===== src/rtl/csc_pkg.sv =====
// csc_pkg: complex type, column packer FSM states and zero constant shared with csc_stor
package csc_pkg;

    typedef struct packed {
        logic [31:0] re;
        logic [31:0] im;
    } cplx_t;

    typedef enum logic [1:0] {
        ST_IDLE,
        ST_A1,
        ST_A0,
        ST_S
    } pack_state_t;

    localparam cplx_t CPLX_ZERO = '{re: 32'd0, im: 32'd0};

endpackage


===== src/rtl/csc_col_pack.sv =====
// csc_col_pack: groups a row-ordered tridiagonal nonzero stream into per-column a1/a0/s beats; CSC_COL_PACK_CHK_EN enables in_last frame checking
module csc_col_pack
    import csc_pkg::*;
#(
    parameter int MAT_RANK = 256,
    localparam int CW = $clog2(MAT_RANK)
) (
    input  logic          clk,
    input  logic          rst_n,
    input  logic          start,
    input  logic [31:0]   in_val_r,
    input  logic [31:0]   in_val_i,
    input  logic          in_vld,
    input  logic          in_last,
    output logic          in_rdy,
    output logic [31:0]   s_val_r,
    output logic [31:0]   s_val_i,
    output logic [31:0]   a0_val_r,
    output logic [31:0]   a0_val_i,
    output logic [31:0]   a1_val_r,
    output logic [31:0]   a1_val_i,
    output logic          val_vld,
    output logic [CW-1:0] col_idx,
    output logic          done,
    output logic          err
);

    pack_state_t   r_state, w_next;
    logic [CW-1:0] r_col, r_col_out;
    cplx_t         r_a1, r_a0, r_out_a1, r_out_a0, r_out_s;
    cplx_t         w_in;
    logic          r_vld, r_done;
    logic          w_acc, w_last_col, w_col_end;

    assign w_in       = {in_val_r, in_val_i};
    assign in_rdy     = (r_state != ST_IDLE);
    assign w_acc      = in_vld && in_rdy;
    assign w_last_col = (r_col == CW'(MAT_RANK - 1));
    assign w_col_end  = w_acc && ((r_state == ST_A0 && w_last_col) || r_state == ST_S);

    // state register
    always_ff @(posedge clk or negedge rst_n)
        if (!rst_n) r_state <= ST_IDLE;
        else        r_state <= w_next;

    // next state: column 0 enters at A0, the last column leaves from A0
    always_comb begin
        w_next = r_state;
        case (r_state)
            ST_IDLE: if (start)  w_next = ST_A0;
            ST_A1:   if (in_vld) w_next = ST_A0;
            ST_A0:   if (in_vld) w_next = w_last_col ? ST_IDLE : ST_S;
            ST_S:    if (in_vld) w_next = ST_A1;
            default: w_next = ST_IDLE;
        endcase
    end

    // column counter and partial column registers; a1 is cleared so column 0 reports zero
    always_ff @(posedge clk or negedge rst_n)
        if (!rst_n) begin
            r_col <= '0;
            r_a1  <= CPLX_ZERO;
            r_a0  <= CPLX_ZERO;
        end else begin
            if (r_state == ST_IDLE && start) begin
                r_col <= '0;
                r_a1  <= CPLX_ZERO;
            end else if (w_col_end && !w_last_col)
                r_col <= r_col + CW'(1);
            if (w_acc && r_state == ST_A1) r_a1 <= w_in;
            if (w_acc && r_state == ST_A0) r_a0 <= w_in;
        end

    // column beat: the entry completing the column bypasses its partial register
    always_ff @(posedge clk or negedge rst_n)
        if (!rst_n) begin
            r_vld     <= 1'b0;
            r_done    <= 1'b0;
            r_col_out <= '0;
            r_out_a1  <= CPLX_ZERO;
            r_out_a0  <= CPLX_ZERO;
            r_out_s   <= CPLX_ZERO;
        end else begin
            r_vld  <= w_col_end;
            r_done <= w_col_end && w_last_col;
            if (w_col_end) begin
                r_col_out <= r_col;
                r_out_a1  <= r_a1;
                r_out_a0  <= (r_state == ST_A0) ? w_in : r_a0;
                r_out_s   <= (r_state == ST_S) ? w_in : CPLX_ZERO;
            end
        end

    assign val_vld  = r_vld;
    assign done     = r_done;
    assign col_idx  = r_col_out;
    assign s_val_r  = r_out_s.re;
    assign s_val_i  = r_out_s.im;
    assign a0_val_r = r_out_a0.re;
    assign a0_val_i = r_out_a0.im;
    assign a1_val_r = r_out_a1.re;
    assign a1_val_i = r_out_a1.im;

`ifdef CSC_COL_PACK_CHK_EN
    logic w_final;
    logic r_err;
    assign w_final = (r_state == ST_A0) && w_last_col;

    // in_last must be set on exactly the final entry of the frame
    always_ff @(posedge clk or negedge rst_n)
        if (!rst_n) r_err <= 1'b0;
        else        r_err <= w_acc && (in_last != w_final);

    assign err = r_err;
`else
    logic w_unused;
    assign w_unused = in_last;
    assign err      = 1'b0;
`endif

endmodule


===== config.mk =====
export PLATFORM = sky130hd
export DESIGN_NAME = csc_col_pack
export DESIGN_NICKNAME = d
export VERILOG_FILES = /design/src/rtl/csc_pkg.sv /design/src/rtl/csc_col_pack.sv
export SDC_FILE = /design/constraint.sdc
export NUM_CORES = 1
export LEC_CHECK = 0
export ABC_AREA = 1
export ABC_CLOCK_PERIOD_IN_PS = 4400
export CAP_MARGIN = 10
export CORE_AREA = 2 2 161 163
export DETAILED_ROUTE_END_ITERATION = 10
export DIE_AREA = 0 0 163 165
export GPL_TIMING_DRIVEN = 0
export HOLD_SLACK_MARGIN = 0.06
export PLACE_DENSITY = 0.85
export REMOVE_ABC_BUFFERS = 1
export SETUP_SLACK_MARGIN = 0.05
export SLEW_MARGIN = 40
export SYNTH_ARGS = -nofsm -noshare
export SYNTH_HDL_FRONTEND = slang
export SYNTH_SLANG_ARGS = --single-unit
export TNS_END_PERCENT = 100

===== constraint.sdc =====
create_clock -name clk -period 4.4 [get_ports clk]
set_input_delay 0.66 -clock clk [delete_from_list [all_inputs] [get_ports clk]]
set_output_delay 0.66 -clock clk [all_outputs]
set_load 0.05 [all_outputs]

==> results of run 1 <==
through the flow:
step | power (mW) | setup TNS [ns]
finish | 15.6 | 0
global route | 16.5 | 0
CTS | 15.7 | 0
detailed placement | 12.8 | 0
global placement | 12.5 | -4993.84
floorplan | 10.1 | -184.80
layout by cell type, fill, tap and decap left out:
master / Yosys / final
o21ai_0: 137 / 137
inv_4: 0 / 1
ha_1: 1 / 1
dfrtp_1: 340 / 340
inv_6: 0 / 1
nor2_1: 11 / 11
nand3_1: 13 / 12
clkbuf_1: 42 / 5
buf_8: 0 / 1
buf_12: 0 / 7
o21ai_2: 64 / 64
nand3_4: 0 / 1
clkbuf_16: 0 / 37
diode_2: 0 / 1
nor2_2: 1 / 1
o21ai_1: 66 / 66
buf_16: 0 / 9
bufinv_16: 0 / 1
inv_1: 142 / 141
nand2_2: 4 / 3
xor2_1: 2 / 2
conb_1: 1 / 1
clkinv_2: 0 / 5
o22ai_1: 64 / 64
xnor2_1: 1 / 1
a21oi_1: 3 / 3
nand2_8: 0 / 1
nor3_1: 1 / 1
clkdlybuf4s50_1: 0 / 269
nand2_4: 0 / 3
nand2_1: 552 / 549
nor3b_1: 1 / 1
clkbuf_8: 0 / 8
logic make-up (layout without fill, tap and decap cells):
kind of cell | count (synthesis) | count (layout) | share of synthesized area
buf+inv | 239 | 485 | 0.0824
flops | 340 | 340 | 0.612
compound gates | 334 | 334 | 0.143
fa+ha+maj | 1 | 1 | 0.000899
other cells | 1 | 2 | 0.000270
simple gates | 583 | 583 | 0.160
xor+xnor | 3 | 3 | 0.00189
worst register-to-register path, cell delays in order, from the launching register on:
cell and delay [ns]:
dfrtp_1 0.45, inv_1 0.15, nand2_1 0.11, nand2_1 0.07
nor2_1 0.29, nand2_8 0.34, buf_16 0.37, inv_6 0.54
nand2_1 0.18, nand2_1 0.10
flip-flops by register name, indices dropped and copies added, names as in the netlist:
| name | flops |
|---|---|
| a0_val_r | 32 |
| r_col | 8 |
| done | 1 |
| s_val_r | 32 |
| r_a1 | 64 |
| col_idx | 8 |
| a1_val_i | 32 |
| a1_val_r | 32 |
| r_a0 | 64 |
| s_val_i | 32 |
| a0_val_i | 32 |
| r_state | 2 |
| val_vld | 1 |
metal layers:
layer	GRT usage	part of all wire	vias to the layer above
met4	0.0877	0.025	2
met3	0.0540	0.066	75
met1	0.343	0.41	5326
li1	-	-	5206
met5	0	0.00032	-
met2	0.451	0.50	363
how the worst max path moves through the flow:
| stage | startpoint | endpoint | slack [ns] | cells after the start |
|---|---|---|---|---|
| global placement | rst_n | s_val_i[22] | -11.87 | 1 |
| CTS | in_vld | a0_val_i[2] | 1.56 | 8 |
| finish | in_vld | a0_val_i[2] | 1.58 | 8 |
| global route | in_vld | a0_val_i[1] | 1.36 | 8 |
| detailed placement | in_vld | a0_val_i[24] | 1.05 | 8 |
| floorplan | r_state[0] | val_vld | -2.00 | 6 |
layout make-up:
cell class,instances,area share
Timing Repair Buffer,286,0.172
Multi-Input combinational cell,922,0.239
Clock inverter,6,0.00306
Antenna cell,1,0.000139
Clock buffer,50,0.0587
Sequential cell,340,0.473
Tap cell,330,0.0230
Inverter,143,0.0303
power groups by stage:
stage,Sequential [mW],Combinational (mW),Clock (mW)
after global placement,5.06,7.46,0
after floorplan,7.57,2.49,0
after detailed placement,5.09,7.67,0
final,5.08,7.69,2.88
after global routing,5.21,8.26,3.05
after CTS,5.07,7.74,2.92
==> metrics.txt, run 1 <==
status finished clean; Filler cells 1780; # setup viols final 0; Slew Limit Fails 0; post-synth cell types 24; Sequential Power Share 0.325; #FFs+latches synth 340; cts bufs inserted 36; initial antenna violation count 2; CTS resizes 0; Chip Width 163 um; Synth top area share 0.612; Post-CTS Setup Inserts 0; DP Area 16900 um^2; worst slew pin tran 0.630 ns; delay-heaviest family, CP buffers and inverters; clock root buffer clkbuf_16; Detail Placement HPWL 22200 um; cell mode on critical path nand2_1; die area 26900 um^2; share of layout cells above drive strength 1 0.0819; pin count of the biggest net entering global routing 93; Worst Path Required 4.83 ns; crit-path max FO 90; R2R setup slack 1.72 ns; slowest CP cell clkdlybuf4s50_1; Finished Layout Cells 2078; PD cells 870 nW/um^2; Total GRT Usage 0.265; slew margin rel. 0.580; most common cell in the netlist nand2_1; switching power share of the total 0.455; Hold Buf Count CTS 0; Post-synth EDFFs 0; routed vias/inst 5.28; CTS H-tree lvls 2; Async SR Flop Fraction 1.00; top_reg_cell synth dfrtp_1; I/O pin count 273; Initial Util 0.556; final hold violation count 0; CP Cell Sequence clkdlybuf4s50_1 -> nand2_1 -> nor2_1 -> nand2_8 -> buf_16 -> inv_6 -> nand2_1 -> nand2_1; WHS 0.100 ns; DR pass1 iterations 5; arrival time worst endpoint 3.25 ns; internal power 8.53 mW; wire per inst 16.7 um; Max stage delay on crit path 0.64 ns; Layout area overhead 29.2%; RSZ-0062 raised after global routing no; Reg2Reg Launch Point r_state[1]; CP Launch Type input pin; Clock Pin Slew Worst Setup and Hold Paths 0.06 ns; sequential-to-total area share from yosys stat 0.612; vias in the first global route 11300; Tcrit/Tclk final 0.641; reg-to-reg endpoint a0_val_i[2]; VDD IR max 573 uV; Synthesis Warnings 0; syn_area_per_cell 9.27 um^2; CTS max path bufs 3; Reg area 8510 um^2; dpl ws 1.05 ns; gr ovfl total 0; Worst Setup Slack, final 1.58 ns; Net Switching 7.11 mW; cell area after synthesis 13900 um^2; reg2reg path depth 9; die span in y 165 um; Final ANT Viol Nets 0; largest cells by area after synthesis dfrtp_1 (61%), nand2_1 (15%), o21ai_0 (4.9%); Critical Path End Type flip-flop; total routed wirelength 34800 um; top post-synthesis cells by count nand2_1 (552), dfrtp_1 (340), inv_1 (142); leakage power 8.64 nW; power share of the clock group 0.184; Finished Core Util 0.718; area of the multi-input gates 4310 um^2; Core ar. 25000 um^2; Worst Skew 0.0119 ns; first-pass GRT wire length 57200 um; Tmin final 2.82 ns; Crit Path Class in -> reg; Nets 1799; Worst Path Buf+Inv 3; cell count after placement 2021; Worst-Skew Late Latency 0.50 ns; final instance area 18000 um^2; maximum operating frequency 355 MHz; Combinational Power Share 0.492; number of port buffers 270; Min-Delay Path Class in -> async; gpl congestion 0.777; row cnt 58; initial DRC count 910; Num Clock Sinks 340; routed vias 11000; max cap viols 0; CTS tree built; post-synthesis cell count 1501; DRC viols 0; cell taking the most area after synthesis dfrtp_1
(Power assumes the default switching activity.)
==> run 2, diff against run 1 <==
--- a/config.mk
+++ b/config.mk
@@ -6,14 +6,14 @@
 export NUM_CORES = 1
 export LEC_CHECK = 0
 export ABC_AREA = 1
-export ABC_CLOCK_PERIOD_IN_PS = 4400
+export ABC_CLOCK_PERIOD_IN_PS = 2300
 export CAP_MARGIN = 10
-export CORE_AREA = 2 2 161 163
+export CORE_AREA = 2 2 176 178
 export DETAILED_ROUTE_END_ITERATION = 10
-export DIE_AREA = 0 0 163 165
+export DIE_AREA = 0 0 178 180
 export GPL_TIMING_DRIVEN = 0
 export HOLD_SLACK_MARGIN = 0.06
-export PLACE_DENSITY = 0.85
+export PLACE_DENSITY = 0.75
 export REMOVE_ABC_BUFFERS = 1
 export SETUP_SLACK_MARGIN = 0.05
 export SLEW_MARGIN = 40
==> constraint.sdc (replaced) <==
create_clock -name clk -period 2.3 [get_ports clk]
set_input_delay 0.345 -clock clk [delete_from_list [all_inputs] [get_ports clk]]
set_output_delay 0.345 -clock clk [all_outputs]
set_load 0.05 [all_outputs]
==> metrics.txt, run 2 (synthesis gave the netlist of run 1 again) <==
I/O pin count 273; M3 GR Usage 0.0470; cts bufs inserted 37; R2R setup slack 0.24 ns; Chip Width 178 um; die area 32000 um^2; VDD IR max 866 uV; Worst Skew 0.00834 ns; Core ar. 30200 um^2; DRC viols 0; Tcrit/Tclk final 0.908; Num Clock Sinks 340; die span in y 180 um; met2 GRT Util 0.371; RSZ-0062 raised after global routing no; Finished Core Util 0.610; reg-to-reg endpoint r_a0[17]; Inserted Diodes 0; number of port buffers 270; Initial Util 0.461; routed vias 10900; total routed wirelength 36500 um; Reg2Reg Launch Point r_state[0]; leakage power 8.80 nW; crit-path max FO 2; Reg area 8510 um^2; delay-heaviest family, CP buffers and inverters; commonest non-fill, non-tap cells in the layout nand2_1 (549), dfrtp_1 (338), clkdlybuf4s50_1 (268), inv_1 (140), o21ai_0 (137); pin count of the biggest net entering global routing 78; gpl congestion 0.758; Crit Path Class reg -> out; gr ovfl total 0; worst slew pin tran 0.588 ns; CP Launch Type flip-flop; CP Cell Sequence clkdlybuf4s50_1; GR peak layer met2; Final ANT Viol Nets 0; slew margin rel. 0.607; Min-Delay Path Class in -> async; initial antenna violation count 0; wire per inst 16.8 um; Max stage delay on crit path 0.87 ns; routed vias/inst 5.04; initial DRC count 804; DR pass1 iterations 5; PD cells 1660 nW/um^2; max cap viols 0; WHS 0.325 ns; Tmin final 2.09 ns; maximum operating frequency 479 MHz; CTS max path bufs 3; most common cell after layout, fill and taps aside nand2_1; arrival time worst endpoint 1.74 ns; vias in the first global route 11000; first-pass GRT wire length 58800 um; # setup viols final 0; Detail Placement HPWL 21600 um; Clock Pin Slew Worst Setup and Hold Paths 0.06 ns; area of the multi-input gates 4360 um^2; final hold violation count 0; GRT met1 Usage 0.314; clock root buffer clkbuf_16; CTS tree built; CTS H-tree lvls 2; Nets 1817; Worst-Skew Late Latency 0.51 ns; Slew Limit Fails 0; slowest CP cell clkdlybuf4s50_1; share of layout cells above drive strength 1 0.0954; Final Power 30.6 mW; Largest regs r_a0 x64, r_a1 x64; Worst Path Buf+Inv 1; Filler cells 2488; Critical Path End Type output port; reg2reg path depth 7; status finished clean; Total GRT Usage 0.229; Layout area overhead 32.4%; row cnt 64; Worst Path Required 1.96 ns
-- run 2: cell types whose count changed in the layout (fill, tap and decap cells not counted), sizes merged, moves of 2 or more --
cell      change
nand2         +2
buf          +11
clkbuf        +3
clkinv        +2
clkinvlp      +4
-- run 2: how the worst max path moves through the flow --
stage	from	to	depth (start not counted)
5_1_grt	r_state[0]	r_a0[17]	7
2_1_floorplan	r_state[0]	val_vld	6
3_5_place_dp	in_vld	a0_val_r[25]	9
3_3_place_gp	rst_n	r_a0[52]	1
4_1_cts	r_col[0]	a0_val_r[16]	11
6_report	col_idx[2]	col_idx[2]	1
-- run 2: stage by stage --
step | worst slack (ns) | TNS [ns] | instances | instance area [um^2]
floorplan | -4.10 | -819.20 | 1405 | 13300
CTS | 0.0912 | 0 | 2160 | 18300
detailed placement | -0.629 | -85.31 | 2088 | 17000
global route | 0.0722 | 0 | 2168 | 18400
global placement | -13.87 | -6367.00 | 2071 | 16500
finish | 0.213 | 0 | 2168 | 18400
-- run 2: repair_timing --
action / CTS / global route
setup buffers: 2 / 7
hold buffers: 1 / 0
endpoints found under the hold margin: 41 / 0
pin swaps: 3 / 2
gates resized for setup: 8 / 3
setup endpoints to repair: 140 / 134
gates cloned: 5 / 1
-- run 2: area by class of cell --
class | instances | area share
clock buffer | 52 | 0.0589
inverter | 143 | 0.0302
timing repair buffer | 300 | 0.179
sequential | 340 | 0.462
tap | 396 | 0.0269
clock inverter | 12 | 0.00659
multi-input combinational | 925 | 0.237
-- run 2: report_power, final --
| part | switching [mW] | internal (mW) | total, mW |
|---|---|---|---|
| clock network | 2.36 | 3.51 | 5.88 |
| logic | 10.3 | 4.79 | 15.1 |
| registers | 1.22 | 8.45 | 9.67 |
-- run 2: per-layer routing --
metal | vias up | part of all wire
li1 | 5266 | -
met1 | 5313 | 0.44
met2 | 295 | 0.48
met3 | 58 | 0.059
met4 | 0 | 0.021
met5 | - | 0
